$ cat src/rtl/arch_map_recovery_ctrl_pkg.sv
// Shared types and constants for the architectural-map recovery sequencer.
// Consumed by the interface and the controller via a wildcard import.
package arch_map_recovery_ctrl_pkg;

    localparam int ARCH_REGS = 32;
    localparam int IDX_W     = $clog2(ARCH_REGS);
    localparam int TAG_W     = 6;

    typedef logic [TAG_W-1:0] TAG;
    typedef logic [IDX_W-1:0] ARCH_REG_IDX;

    typedef enum logic [1:0] {
        IDLE,
        WALK,
        DONE
    } recov_state_e;

    localparam ARCH_REG_IDX LAST_IDX = ARCH_REG_IDX'(ARCH_REGS - 1);

endpackage

$ cat src/rtl/arch_map_recovery_ctrl_if.sv
// Bundle of recovery-control, arch_map read port, map-table restore and debug signals.
// Perf counter outputs exist only when RECOVERY_PERF_EN is defined.
interface arch_map_recovery_ctrl_if;
    import arch_map_recovery_ctrl_pkg::*;

    logic        recover_req;
    logic        retire_en;
    ARCH_REG_IDX arch_read_idx;
    TAG          arch_read_out;
    logic        mt_wr_en;
    ARCH_REG_IDX mt_wr_idx;
    TAG          mt_wr_tag;
    logic        stall_dispatch;
    logic        recover_busy;
    logic        recover_done;
    logic        proto_err;
    logic        dbg_req;
    ARCH_REG_IDX dbg_idx;
    logic        dbg_grant;
    TAG          dbg_data;
`ifdef RECOVERY_PERF_EN
    logic [15:0] recover_count;
    logic [31:0] stall_cycles;
`endif

    // master is the recovery controller; slave is the ROB / arch_map / debug side.
    modport master (
        input  recover_req, retire_en, arch_read_out, dbg_req, dbg_idx,
        output arch_read_idx, mt_wr_en, mt_wr_idx, mt_wr_tag, stall_dispatch,
               recover_busy, recover_done, proto_err, dbg_grant, dbg_data
`ifdef RECOVERY_PERF_EN
        , output recover_count, stall_cycles
`endif
    );

    modport slave (
        output recover_req, retire_en, arch_read_out, dbg_req, dbg_idx,
        input  arch_read_idx, mt_wr_en, mt_wr_idx, mt_wr_tag, stall_dispatch,
               recover_busy, recover_done, proto_err, dbg_grant, dbg_data
`ifdef RECOVERY_PERF_EN
        , input recover_count, stall_cycles
`endif
    );

endinterface

$ cat src/rtl/arch_map_recovery_ctrl.sv
// Walks the architectural map into the speculative map table after a flush and
// lends the arch_map read port to a debug requester when idle. Optional: RECOVERY_PERF_EN.
module arch_map_recovery_ctrl
    import arch_map_recovery_ctrl_pkg::*;
(
    input  logic                      clock,
    input  logic                      reset,
    arch_map_recovery_ctrl_if.master  bus
);

    recov_state_e state_reg, state_next;
    ARCH_REG_IDX  idx_reg, idx_next;
    logic         proto_err_reg;

    always_ff @(posedge clock or negedge reset) begin
        if (!reset) begin
            state_reg     <= IDLE;
            idx_reg       <= '0;
            proto_err_reg <= 1'b0;
        end else begin
            state_reg <= state_next;
            idx_reg   <= idx_next;
            // The arch_map must be frozen while it is being copied out.
            if (bus.retire_en && (state_reg != IDLE))
                proto_err_reg <= 1'b1;
        end
    end

    always_comb begin
        state_next = state_reg;
        idx_next   = idx_reg;
        case (state_reg)
            IDLE: begin
                if (bus.recover_req) begin
                    state_next = WALK;
                    idx_next   = '0;
                end
            end
            WALK: begin
                // recover_req is deliberately ignored: the source map cannot change mid-walk.
                idx_next = idx_reg + ARCH_REG_IDX'(1);
                if (idx_reg == LAST_IDX)
                    state_next = DONE;
            end
            DONE: begin
                state_next = bus.recover_req ? WALK : IDLE;
                idx_next   = '0;
            end
            default: begin
                state_next = IDLE;
                idx_next   = '0;
            end
        endcase
    end

    logic dbg_grant_c;

    always_comb begin
        bus.arch_read_idx  = bus.dbg_idx;
        bus.mt_wr_en       = 1'b0;
        bus.mt_wr_idx      = '0;
        bus.mt_wr_tag      = '0;
        bus.stall_dispatch = 1'b0;
        bus.recover_busy   = 1'b0;
        bus.recover_done   = 1'b0;
        dbg_grant_c        = 1'b0;
        case (state_reg)
            IDLE: begin
                // A recovery request in the same cycle wins the read port.
                dbg_grant_c = bus.dbg_req & ~bus.recover_req;
            end
            WALK: begin
                bus.arch_read_idx  = idx_reg;
                bus.mt_wr_en       = 1'b1;
                bus.mt_wr_idx      = idx_reg;
                bus.mt_wr_tag      = bus.arch_read_out;
                bus.stall_dispatch = 1'b1;
                bus.recover_busy   = 1'b1;
            end
            DONE: begin
                bus.stall_dispatch = 1'b1;
                bus.recover_done   = 1'b1;
            end
            default: begin
                dbg_grant_c = 1'b0;
            end
        endcase
    end

    assign bus.dbg_grant = dbg_grant_c;
    assign bus.dbg_data  = dbg_grant_c ? bus.arch_read_out : '0;
    assign bus.proto_err = proto_err_reg;

`ifdef RECOVERY_PERF_EN
    logic [15:0] recover_count_reg;
    logic [31:0] stall_cycles_reg;
    logic        walk_entry;

    assign walk_entry = (state_next == WALK) && (state_reg != WALK);

    always_ff @(posedge clock or negedge reset) begin
        if (!reset) begin
            recover_count_reg <= '0;
            stall_cycles_reg  <= '0;
        end else begin
            if (walk_entry && (recover_count_reg != '1))
                recover_count_reg <= recover_count_reg + 16'd1;
            if ((state_reg != IDLE) && (stall_cycles_reg != '1))
                stall_cycles_reg <= stall_cycles_reg + 32'd1;
        end
    end

    assign bus.recover_count = recover_count_reg;
    assign bus.stall_cycles  = stall_cycles_reg;
`endif

endmodule

$ cat src/flat_wrapper.sv
// flat-port wrapper written by rule: the top's interface ports become plain ports
module arch_map_recovery_ctrl_flat import arch_map_recovery_ctrl_pkg::*;
  (clock, reset, bus_recover_req, bus_retire_en, bus_arch_read_out, bus_dbg_req, bus_dbg_idx, bus_arch_read_idx, bus_mt_wr_en, bus_mt_wr_idx, bus_mt_wr_tag, bus_stall_dispatch, bus_recover_busy, bus_recover_done, bus_proto_err, bus_dbg_grant, bus_dbg_data);
  arch_map_recovery_ctrl_if bus_i ();
  input  logic clock;
  input  logic reset;
  input wire logic [$bits(bus_i.recover_req)-1:0] bus_recover_req;
  input wire logic [$bits(bus_i.retire_en)-1:0] bus_retire_en;
  input wire logic [$bits(bus_i.arch_read_out)-1:0] bus_arch_read_out;
  input wire logic [$bits(bus_i.dbg_req)-1:0] bus_dbg_req;
  input wire logic [$bits(bus_i.dbg_idx)-1:0] bus_dbg_idx;
  output wire logic [$bits(bus_i.arch_read_idx)-1:0] bus_arch_read_idx;
  output wire logic [$bits(bus_i.mt_wr_en)-1:0] bus_mt_wr_en;
  output wire logic [$bits(bus_i.mt_wr_idx)-1:0] bus_mt_wr_idx;
  output wire logic [$bits(bus_i.mt_wr_tag)-1:0] bus_mt_wr_tag;
  output wire logic [$bits(bus_i.stall_dispatch)-1:0] bus_stall_dispatch;
  output wire logic [$bits(bus_i.recover_busy)-1:0] bus_recover_busy;
  output wire logic [$bits(bus_i.recover_done)-1:0] bus_recover_done;
  output wire logic [$bits(bus_i.proto_err)-1:0] bus_proto_err;
  output wire logic [$bits(bus_i.dbg_grant)-1:0] bus_dbg_grant;
  output wire logic [$bits(bus_i.dbg_data)-1:0] bus_dbg_data;
  assign bus_i.recover_req = bus_recover_req;
  assign bus_i.retire_en = bus_retire_en;
  assign bus_i.arch_read_out = bus_arch_read_out;
  assign bus_i.dbg_req = bus_dbg_req;
  assign bus_i.dbg_idx = bus_dbg_idx;
  assign bus_arch_read_idx = bus_i.arch_read_idx;
  assign bus_mt_wr_en = bus_i.mt_wr_en;
  assign bus_mt_wr_idx = bus_i.mt_wr_idx;
  assign bus_mt_wr_tag = bus_i.mt_wr_tag;
  assign bus_stall_dispatch = bus_i.stall_dispatch;
  assign bus_recover_busy = bus_i.recover_busy;
  assign bus_recover_done = bus_i.recover_done;
  assign bus_proto_err = bus_i.proto_err;
  assign bus_dbg_grant = bus_i.dbg_grant;
  assign bus_dbg_data = bus_i.dbg_data;
  arch_map_recovery_ctrl u_core (.clock(clock), .reset(reset), .bus(bus_i));
endmodule
$ cat config.mk
export PLATFORM = sky130hd
export DESIGN_NAME = arch_map_recovery_ctrl_flat
export DESIGN_NICKNAME = d
export VERILOG_FILES = /design/src/rtl/arch_map_recovery_ctrl_pkg.sv /design/src/rtl/arch_map_recovery_ctrl_if.sv /design/src/rtl/arch_map_recovery_ctrl.sv /design/src/flat_wrapper.sv
export SDC_FILE = /design/constraint.sdc
export NUM_CORES = 1
export LEC_CHECK = 0
export CORE_MARGIN = 4
export CORE_UTILIZATION = 36
export CTS_BUF_LIST = sky130_fd_sc_hd__clkbuf_8
export CTS_CLUSTER_SIZE = 25
export DETAILED_ROUTE_END_ITERATION = 12
export GPL_ROUTABILITY_DRIVEN = 0
export GPL_TIMING_DRIVEN = 0
export PLACE_DENSITY = 0.79
export RECOVER_POWER = 25
export SLEW_MARGIN = 0
export SYNTH_ARGS = -nofsm -noshare
export SYNTH_HDL_FRONTEND = slang
export SYNTH_SLANG_ARGS = --single-unit
$ cat constraint.sdc
create_clock -name clock -period 2 [get_ports clock]
set_clock_uncertainty 0.1 [all_clocks]
set_input_delay 0.4 -clock clock [delete_from_list [all_inputs] [get_ports clock]]
set_output_delay 0.4 -clock clock [all_outputs]
set_load 0.01 [all_outputs]
==> out/results.ini, run 1 <==
[min_path]
hp-class=reg2reg

[routing]
vias_per_cell=4.68
drt_iter0_drc=17
antenna_left=0
drt_first_pass_iters=4
via_count=725
wl_per_cell_um=14.5
route.detailed.drc=0
drt_wl_total_mm=2.25

[synth]
synth_mux_area_frac=0.0854
synth_seq_cells=8
synth_adder_area_share=0.114
synth.yosys.warnings=0
yosys.area_share.simple=0.309
syn_nets=94
synth_compound_area_frac=0.112
synthDistinctLibCells=22
syn_inst=72
synth_seq_area_share=0.304
synth_top_family_by_area=simple AND/OR/NAND/NOR gates
synthXorXnorAreaFrac=0
netlist_area_um2=659
synth_area_per_cell_um2=9.16

[grt]
antenna_found_initial=0
grt_pass1_vias=755
grt_pass1_wl_mm=3.36
grtUsageTotal=0.172
grt_max_degree=11
overflow=0

[critical_path]
cp_num_buf_inv=3
crit_chain=buf_6 -> ha_4 -> buf_6 -> mux2_2 -> buf_6
cp-start-kind=register
crit_type=reg2out
crit_path_frequent_cell=buf_6
path_max_fanout=5
slowest_delay_ns=0.40
cp.arrival_ns=1.51
cp_top_family=flip-flops
worstSetupEndpointType=primary output
crit_slowest_cell=dfrtp_1
crit_required_ns=1.50

[flow_run]
cap_violations=0

[power_and_ir_drop]
p_leak_nw=0.678
ir_drop_mv=0.609
power_mw=1.37
power.density_mw_per_mm2=1080

[timing]
slew_viol_final=0
rsz0062_at_grt=yes
finalSetupTns_ns=-0.00770
slew_headroom=0.740
post-route-period-util=1.00
tightest_slew_ns=0.388
setup_viol=2
max_freq_mhz=499
fin_crit_ns=2.01
timing.final.ws_setup_ns=-0.00576
hold_viol=0

[finish]
drive_above_1_share=0.438
antennaDiodeCount=0
largest_reg_flops=5
finish.cell_count_without_fillers=155
mostFrequentLayoutCell=buf_6
fillers=130
syn_to_final_growth_pct=92.0
layout_common_cells=buf_6, clkdlybuf4s50_1, buf_4, buf_2
nets=154

[clock_network]
clock_path_buffers=2
clock_sinks=8
clockRootBuffer=clkbuf_8
cts_made_buffers=3
cts.clk_slew.worst_paths_ns=0.04
clk_latency_ns=0.22
h-tree-depth=1
cts_tree=yes

[floorplanning]
die_x_um=50.8
die_area_mm2=0.00258
start_util=0.382
die_h_um=50.8
rows=15
coreArea_mm2=0.00173
ios=44

[placed_design]
port_buffers=43
hpwlAfterDp_mm=1.54
placed_cells_incl_taps=140

[status]
violations=setup timing
outcome=complete, but fails checks

==> worst paths after layout <==
path | endpoint | start | slack [ns] | depth (start not counted)
worst max-delay path | bus_arch_read_idx[4] | u_core.state_reg[0] | -0.006 | 5
worst min-delay path | u_core.bus.proto_err | u_core.bus.proto_err | 0.36 | 1
worst max register to register | u_core.state_reg[0] | u_core.idx_reg[0] | 0.24 | 6
worst min register to register | u_core.bus.proto_err | u_core.bus.proto_err | 0.36 | 1
max in group asynchronous | u_core.bus.proto_err | reset | 1.09 | 1
min in group asynchronous | u_core.idx_reg[1] | reset | 0.44 | 1
==> per-stage QoR <==
stage / hold slack (ns) / utilization / setup WS (ns) / area (um^2)
finish: 0.365 / 0.733 / -0.00576 / 1270
global route: 0.401 / 0.733 / -0.0583 / 1270
CTS: 0.368 / 0.664 / -0.00519 / 1150
detailed placement: 0.355 / 0.649 / -0.521 / 1120
global placement: 0.341 / 0.649 / -0.524 / 1120
floorplan: 0.00441 / - / 0.158 / 659
==> kinds of logic (layout without fill, tap and decap cells) <==
logic type	Yosys count	count (layout)
AO/OA/AOI/OAI	11	11
adder cells (fa/ha/maj)	6	6
buffers and inverters	8	66
flip-flops	8	8
multiplexers	5	5
AND/OR/NAND/NOR	34	34
==> power breakdown <==
| group | internal [mW] | leakage (nW) | switching, mW | total, mW |
|---|---|---|---|---|
| Clock | 0.130 | 0.0216 | 0.0597 | 0.190 |
| Combinational | 0.557 | 0.554 | 0.390 | 0.947 |
| Sequential | 0.195 | 0.103 | 0.0417 | 0.236 |
| Total | 0.882 | 0.678 | 0.491 | 1.37 |
==> worst reg2reg max path: stages (launching register included) <==
cell and delay (ns):
dfrtp_1 0.42, ha_1 0.25, and3_1 0.19, ha_1 0.18
nand2b_1 0.17, a2bb2oi_1 0.16, o221ai_1 0.14
==> area by class of cell <==
type / count / area (um^2) / share of cell area
multi-input combinational: 56 / 452 / 0.357
tap: 25 / 31.3 / 0.0247
inverter: 3 / 11.3 / 0.00889
timing repair buffer: 56 / 489 / 0.386
sequential: 8 / 200 / 0.158
clock buffer: 3 / 41.3 / 0.0326
buffer: 4 / 41.3 / 0.0326
==> synth_stat cells <==
library cell | instances | area share
a21o_1 | 1 | 0.011
a21oi_1 | 1 | 0.0076
a221o_1 | 1 | 0.015
a22o_1 | 1 | 0.013
a2bb2oi_1 | 1 | 0.013
and2_1 | 12 | 0.11
and3_1 | 7 | 0.066
buf_2 | 1 | 0.0076
buf_4 | 3 | 0.034
buf_6 | 1 | 0.017
dfrtp_1 | 8 | 0.30
ha_1 | 6 | 0.11
inv_1 | 3 | 0.017
mux2_2 | 5 | 0.085
nand2_1 | 5 | 0.028
nand2b_1 | 4 | 0.038
nand3_1 | 2 | 0.015
nor2_1 | 1 | 0.0057
nor2b_1 | 2 | 0.019
nor4b_2 | 1 | 0.023
o21ai_0 | 5 | 0.038
o221ai_1 | 1 | 0.013
==> metal layers <==
| metal | vias to the layer above | GRT usage | wire length, um |
|---|---|---|---|
| met1 | 345 | 0.192 | 899 |
| met4 | 0 | 0.0673 | 13 |
| met5 | - | 0 | 0 |
| li1 | 360 | - | - |
| met2 | 18 | 0.324 | 1240 |
| met3 | 2 | 0.0237 | 92 |
==> repair_timing <==
item / in CTS / in global routing
pin swaps: 1 / 0
gates resized for setup: 102 / 22
hold buffers: 0 / 0
setup endpoints to repair: 26 / 20
buffers inserted: 7 / 4
gates cloned: 1 / 1
Power figures use the tool's default switching activity.
==> run 2, diff against run 1 <==
--- a/config.mk
+++ b/config.mk
@@ -6,13 +6,13 @@
 export NUM_CORES = 1
 export LEC_CHECK = 0
 export CORE_MARGIN = 4
-export CORE_UTILIZATION = 36
+export CORE_UTILIZATION = 35
 export CTS_BUF_LIST = sky130_fd_sc_hd__clkbuf_8
 export CTS_CLUSTER_SIZE = 25
 export DETAILED_ROUTE_END_ITERATION = 12
 export GPL_ROUTABILITY_DRIVEN = 0
 export GPL_TIMING_DRIVEN = 0
-export PLACE_DENSITY = 0.79
+export PLACE_DENSITY = 0.77
 export RECOVER_POWER = 25
 export SLEW_MARGIN = 0
 export SYNTH_ARGS = -nofsm -noshare
==> constraint.sdc (replaced) <==
create_clock -name clock -period 2 [get_ports clock]
set_clock_uncertainty 0.1 [all_clocks]
set_input_delay 0.2 -clock clock [delete_from_list [all_inputs] [get_ports clock]]
set_output_delay 0.2 -clock clock [all_outputs]
set_load 0.01 [all_outputs]
==> run 2 against run 1 <==
- the flow now finishes without violations
- combinational power decreased by 8.9%
- fmax increased by 2.8%
- cell count decreased by 1.3%
- critical path depth increased by 1
- count of clock-buffer cells in the layout unchanged
- sequential power about the same
- flip-flop and latch count unchanged
- via count increased by 1.1%
- largest cell class unchanged
==> out/results.ini, run 2 (synthesized netlist as in run 1, its figures left out) <==
[clock_network]
h-tree-depth=1  ; unchanged
clock_path_buffers=2  ; unchanged
cts.clk_slew.worst_paths_ns=0.05  ; about the same
clk_latency_ns=0.23  ; about the same
clock_sinks=8  ; unchanged
hold_buffers=0  ; unchanged
cts_tree=yes
clockRootBuffer=clkbuf_8
cts_made_buffers=3  ; unchanged

[routing]
route.detailed.drc=0  ; unchanged
drt_wl_total_mm=2.19  ; -2.5%
drt_iter0_drc=13  ; -4
drt_first_pass_iters=4  ; unchanged
antenna_left=0  ; unchanged
via_count=733  ; +1.1%
vias_per_cell=4.79  ; +2.4%
wl_per_cell_um=14.3  ; -1.2%

[critical_path]
slowest_delay_ns=0.38  ; -0.02 ns
path_max_fanout=10  ; +5
cp_top_family=buffers and inverters
crit_slowest_cell=dfrtp_1
cp.arrival_ns=1.65  ; +0.14 ns
crit_type=reg2out
crit_required_ns=1.70  ; +0.20 ns
cp_num_buf_inv=4  ; +1
cp-start-kind=register
crit_chain=buf_4 -> ha_4 -> clkbuf_16 -> buf_6 -> and2_1 -> dlygate4sd2_1
worstSetupEndpointType=primary output

[floorplanning]
die_x_um=51.4  ; +1.2%
die_h_um=51.4  ; +1.2%
start_util=0.374  ; -0.00813
rows=15  ; unchanged
coreArea_mm2=0.00176  ; +2.2%
ios=44  ; unchanged
die_area_mm2=0.00264  ; +2.4%

[finish]
mostFrequentLayoutCell=clkdlybuf4s50_1
antennaDiodeCount=0  ; unchanged
drive_above_1_share=0.250  ; -0.188
syn_to_final_growth_pct=92.2  ; about the same
fin_util=0.718  ; -0.0149
layout_common_cells=clkdlybuf4s50_1, and2_1, clkdlybuf4s15_1
fillers=152  ; +17%
nets=152  ; -1.3%
largest_reg_flops=5  ; unchanged

[timing]
rsz0062_at_grt=yes
max_freq_mhz=512  ; +2.8%
setup_viol=0  ; -2
fin_crit_ns=1.95  ; -0.0543 ns
tightest_slew_ns=0.412  ; +0.0233 ns
hold_viol=0  ; unchanged
slew_viol_final=0  ; unchanged
finalSetupTns_ns=0  ; +0.00770 ns
slew_headroom=0.725  ; -0.0156
timing.final.ws_setup_ns=0.0486  ; +0.0543 ns
post-route-period-util=0.976  ; -0.0272

[power_and_ir_drop]
power.density_mw_per_mm2=1020  ; -5.7%
ir_drop_mv=0.688  ; +13%
p_leak_nw=0.620  ; -8.7%
power_mw=1.30  ; -5.6%

[flow_run]
cap_violations=0  ; unchanged

[grt]
grt_pass1_wl_mm=3.33  ; -1.0%
grtUsageTotal=0.169  ; -0.00334
grt_pass1_vias=718  ; -4.9%
overflow=0  ; unchanged
grt_max_degree=11  ; unchanged
antenna_found_initial=0  ; unchanged

[placed_design]
port_buffers=43  ; unchanged
post-place-ws_ns=-0.241  ; +0.280 ns
hpwlAfterDp_mm=1.62  ; +4.7%

[min_path]
hp-class=in2async

[status]
outcome=finished clean

## run 2: cell count changes in the layout (fill, tap and decap cells not counted), sizes merged
cell / delta
dlygate4sd2: +4
clkbuf: +3
clkdlybuf4s15: +12
dlymetal6s2s: -2
buf: -24
clkdlybuf4s50: +5
## run 2: worst reg2reg max path, delay by kind of cell (launching register included)
kind | cells | cell delay, ns
adders and majority gates | 2 | 0.44
DFF | 1 | 0.43
and+or+nand+nor | 2 | 0.37
AOI/OAI and AO/OA | 2 | 0.31
## run 2: final cells by class
| class | instances | area (um^2) | share of cell area |
|---|---|---|---|
| buffer | 5 | 56.3 | 0.0444 |
| clock buffer | 3 | 41.3 | 0.0326 |
| inverter | 3 | 11.3 | 0.00888 |
| multi-input combinational | 56 | 424 | 0.335 |
| sequential | 8 | 200 | 0.158 |
| tap | 25 | 31.3 | 0.0247 |
| timing repair buffer | 53 | 503 | 0.397 |
## run 2: metrics by stage
step	hold WS (ns)	area [um^2]	instances
global route	0.267	1270	153
finish	0.233	1270	153
detailed placement	0.355	1120	140
floorplan	-0.196	659	72
CTS	0.177	1180	145
global placement	0.340	1120	140
## run 2: path summary, 6_finish.rpt
check	to	cells after the start	startpoint	slack, ns
setup / recovery	bus_mt_wr_tag[5]	6	u_core.state_reg[0]	0.05
hold / removal	u_core.idx_reg[4]	1	reset	0.23
setup reg to reg	u_core.state_reg[0]	6	u_core.idx_reg[0]	0.22
hold reg to reg	u_core.bus.proto_err	1	u_core.bus.proto_err	0.36
max in group asynchronous	u_core.state_reg[0]	1	reset	1.27
min in group clock	u_core.bus.proto_err	1	u_core.bus.proto_err	0.36
## run 2: power by group
part	internal, mW	leakage [nW]	total (mW)	switching, mW
clock network	0.131	0.0216	0.200	0.0690
logic	0.504	0.495	0.863	0.359
registers	0.195	0.103	0.234	0.0392
total	0.829	0.620	1.30	0.467
## run 2: per-layer routing
layer / vias up / global-route usage / wire, um
met1: 349 / 0.196 / 877
met4: 0 / 0.0524 / 25
met5: - / 0 / 0
met3: 5 / 0.0408 / 90
li1: 360 / - / -
met2: 19 / 0.301 / 1200
## run 2: what timing repair did
action / 4_1_cts / 5_1_grt
endpoints found under the setup margin: 23 / 14
setup buffers: 2 / 7
gates cloned: 0 / 1
gates resized for setup: 34 / 17
==> RTL edit 1 (settings of run 1) <==
The package constant `TAG_W` goes from 6 to 12.
--- a/src/rtl/arch_map_recovery_ctrl_pkg.sv
+++ b/src/rtl/arch_map_recovery_ctrl_pkg.sv
@@ -4,7 +4,7 @@
 
     localparam int ARCH_REGS = 32;
     localparam int IDX_W     = $clog2(ARCH_REGS);
-    localparam int TAG_W     = 6;
+    localparam int TAG_W     = 12;
 
     typedef logic [TAG_W-1:0] TAG;
     typedef logic [IDX_W-1:0] ARCH_REG_IDX;
Ports: changed (resized bus_arch_read_out, bus_dbg_data and bus_mt_wr_tag); port bits go from 44 to 62. The function was not compared with the original's and may differ.
==> RTL edit 1 against run 1 <==
  * The run still ends with setup timing left
  * Hold slack got worse by 0.010 ns
  * Power rose by 31%
  * Non-clock buffer count rose by 23
  * Sequential cell count did not move
  * Register-to-register slack got worse by 0.07 ns
  * Final area rose by 37%
  * Core utilization rose by 14 points
  * Global-route usage rose by 3.0 points
  * Wire length rose by 41%
  * Setup slack got worse by 0.025 ns
  * Synthesized area rose by 14%
  * Critical path type unchanged
==> RTL edit 1: results <==
group,metric,value,unit
routing,wl_met2,1510,um
setup_path,path_max_fanout,6,
place,placed_area,1400,um^2
logic_synthesis,muxShareOfSynthArea,0.0749,
place,io_buffers,61,
timing,setup_slack,-0.0312,ns
power,sequentialPowerShare,0.134,
cells_and_area,seq_area_frac,0.116,
timing,holdWs,0.355,ns
cells_and_area,fin_nets,195,
setup_path,crit_start,"u_core.state_reg[1]",
routing,wl_met3,464,um
logic_synthesis,synth_compound_gate_area_share,0.0982,
timing,setup_violations,19,
setup_path,critPathArrivalTime,1.53,ns
cells_and_area,clock_area_frac,0.0239,
routing,drt_iter0_drc,14,
grt,use_met3,0.116,
cells_and_area,n_fill_cell,96,
floorplan,nWellTaps,27,
logic_synthesis,synthTopCellsByArea,"dfrtp_1, and2_1, and3_1",
setup_path,rrSetupSlack,0.17,ns
place,dpl.hpwl,1920,um
grt,grt_pass1_wl,4180,um
place,place_ws,-0.558,ns
power,p_per_area,1040,nW/um^2
power,ir_drop,0.598,mV
status,failed_checks,"setup timing",
grt,track_usage,0.202,
timing,setup-tns-final,-0.243,ns
cells_and_area,multi_input_area_share,0.362,
cells_and_area,signal_buffers,83,
cells_and_area,multiInputCombCellCount,68,
grt,grt_pass1_vias,996,
status,status,"finished, violations left",
cells_and_area,multi_input_area,627,um^2
logic_synthesis,ys_top_cells_by_count,"and2_1, and3_1, dfrtp_1, ha_1",
cells_and_area,fin_cells,192,
logic_synthesis,seq_area_frac_synth,0.266,
clocking,cts_resized,167,
==> RTL edit 1: cell count changes in the layout (fill, tap and decap cells not counted), moves of 5 or more <==
cell / run 1 / this run
mux2_2: 5 / 0
and3_1: 7 / 2
clkdlybuf4s50_1: 14 / 21
and2_4: 4 / 14
mux2_4: 0 / 5
and3_4: 0 / 11
buf_6: 15 / 32
==> RTL edit 1: final timing paths <==
kind                                   endpoint  depth (start not counted)
min reg2reg                u_core.bus.proto_err                          1
min in group asynchronous     u_core.idx_reg[4]                          1
max reg2reg                 u_core.state_reg[0]                          6
min                        u_core.bus.proto_err                          1
max in group asynchronous     u_core.idx_reg[0]                          1
max                        bus_arch_read_idx[2]                          5
==> RTL edit 1: worst max-delay path, delay by kind of cell, from the launching register on <==
kind       cells  cell delay, ns
fa+ha+maj      1            0.21
buf+inv        3            0.38
flops          1            0.39
mux            1            0.31
==> RTL edit 2 (flow settings as in run 1) <==
Made on the original files. Encoding of `recov_state_e`: now one-hot (3 bits for 3 states).
--- a/src/rtl/arch_map_recovery_ctrl_pkg.sv
+++ b/src/rtl/arch_map_recovery_ctrl_pkg.sv
@@ -9,10 +9,10 @@
     typedef logic [TAG_W-1:0] TAG;
     typedef logic [IDX_W-1:0] ARCH_REG_IDX;
 
-    typedef enum logic [1:0] {
-        IDLE,
-        WALK,
-        DONE
+    typedef enum logic [2:0] {
+        IDLE = 3'b001,
+        WALK = 3'b010,
+        DONE = 3'b100
     } recov_state_e;
 
     localparam ARCH_REG_IDX LAST_IDX = ARCH_REG_IDX'(ARCH_REGS - 1);
Check against the original RTL: same outputs for any inputs over 10 cycles, from zero or initial values and one cycle with reset low; not proved beyond that.
==> RTL edit 2 against run 1 <==
  * Largest power group unchanged
  * Core utilization grew 12 points
  * Fmax shrank 9.7%
  * Via count grew 2.6%
  * Sequential cell count grew 1
  * Critical path depth grew 1
  * Synthesized cell count shrank 9.7%
  * Setup slack lost 0.22 ns
  * The run still ends with setup timing left
  * Power shrank 1.9%
  * Synthesized area shrank 2.8%
  * Final area grew 7.2%
  * Register-to-register slack gained 0.06 ns
  * Wire length grew 8.0%
  * Critical path type unchanged
==> RTL edit 2: results <==
group,metric,value,unit
timing,setup_slack,-0.222,ns
logic_synthesis,synthTopCellsByArea,"dfrtp_1, and2_1, mux2_2",
logic_synthesis,seq_area_frac_synth,0.354,
status,status,"finished, violations left",
grt,use_met3,0.0680,
power,finalPower,0.00135,W
timing,setup_violations,15,
cells_and_area,drive_gt1_frac,0.545,
cells_and_area,fin_nets,151,
grt,grt_pass1_vias,767,
logic_synthesis,ys_top_cells_by_count,"and2_1, dfrtp_1, and3_1, mux2_2, a21oi_1",
setup_path,crit_start,"u_core.state_reg[0]",
routing,num_vias,744,
timing,worstMarginPinSlew,0.409,ns
logic_synthesis,synth_top_area_share,0.313,
grt,grt_pass1_wl,3860,um
timing,setup-tns-final,-1.66,ns
status,failed_checks,"setup timing",
setup_path,critPathArrivalTime,1.72,ns
power,ir_drop,1.06,mV
grt,track_usage,0.199,
routing,wl,2430,um
cells_and_area,n_fill_cell,83,
logic_synthesis,synth_area_per_cell,9.86,um^2
logic_synthesis,syn-num-nets,83,
grt,met2_usage,0.339,
setup_path,slowest_delay,0.54,ns
setup_path,path_max_fanout,3,
routing,wl_met3,117,um
grt,grt_max_degree,12,
routing,wl_met2,1220,um
RTL edit 2: cell type report:
| cell class | instances | area (um^2) | share of cell area |
|---|---|---|---|
| Clock buffer | 3 | 41.3 | 0.0304 |
| Timing Repair Buffer | 63 | 568 | 0.418 |
| Tap cell | 24 | 30.0 | 0.0221 |
| Inverter | 2 | 7.51 | 0.00553 |
| Sequential cell | 9 | 229 | 0.169 |
| Multi-Input combinational cell | 50 | 433 | 0.319 |
| Buffer | 4 | 43.8 | 0.0323 |
| Clock inverter | 1 | 5.00 | 0.00369 |
RTL edit 2: worst paths after layout:
check | end | slack, ns | depth (start not counted)
hold / removal | u_core.bus.proto_err | 0.38 | 1
setup / recovery | bus_dbg_data[5] | -0.22 | 6
max in group asynchronous | u_core.state_reg[0] | 1.04 | 1
hold reg to reg | u_core.bus.proto_err | 0.38 | 1
setup reg to reg | u_core.idx_reg[0] | 0.30 | 7
min in group asynchronous | u_core.bus.proto_err | 0.44 | 1
RTL edit 2: timing repair:
item | 4_1_cts | 5_1_grt
gates cloned | 1 | 1
setup endpoints to repair | 27 | 27
resized for setup | 122 | 27
pin swaps | 1 | 2
setup buffers | 16 | 2
hold buffers | 0 | 0
RTL edit 2: worst register-to-register path, stage by stage (launching register included):
cell,delay [ns]
dfstp_2,0.54
buf_4,0.13
nor3b_4,0.05
buf_6,0.13
buf_6,0.12
buf_12,0.11
buf_4,0.15
mux2_2,0.26
RTL edit 2: kinds of logic (layout without fill, tap and decap cells):
logic type	Yosys count	after routing	share of synthesized area
AO/OA/AOI/OAI	9	9	0.0899
multiplexers	8	8	0.137
adder cells (fa/ha/maj)	2	2	0.0391
flip-flops	9	9	0.354
AND/OR/NAND/NOR	31	31	0.332
buffers and inverters	6	73	0.0488
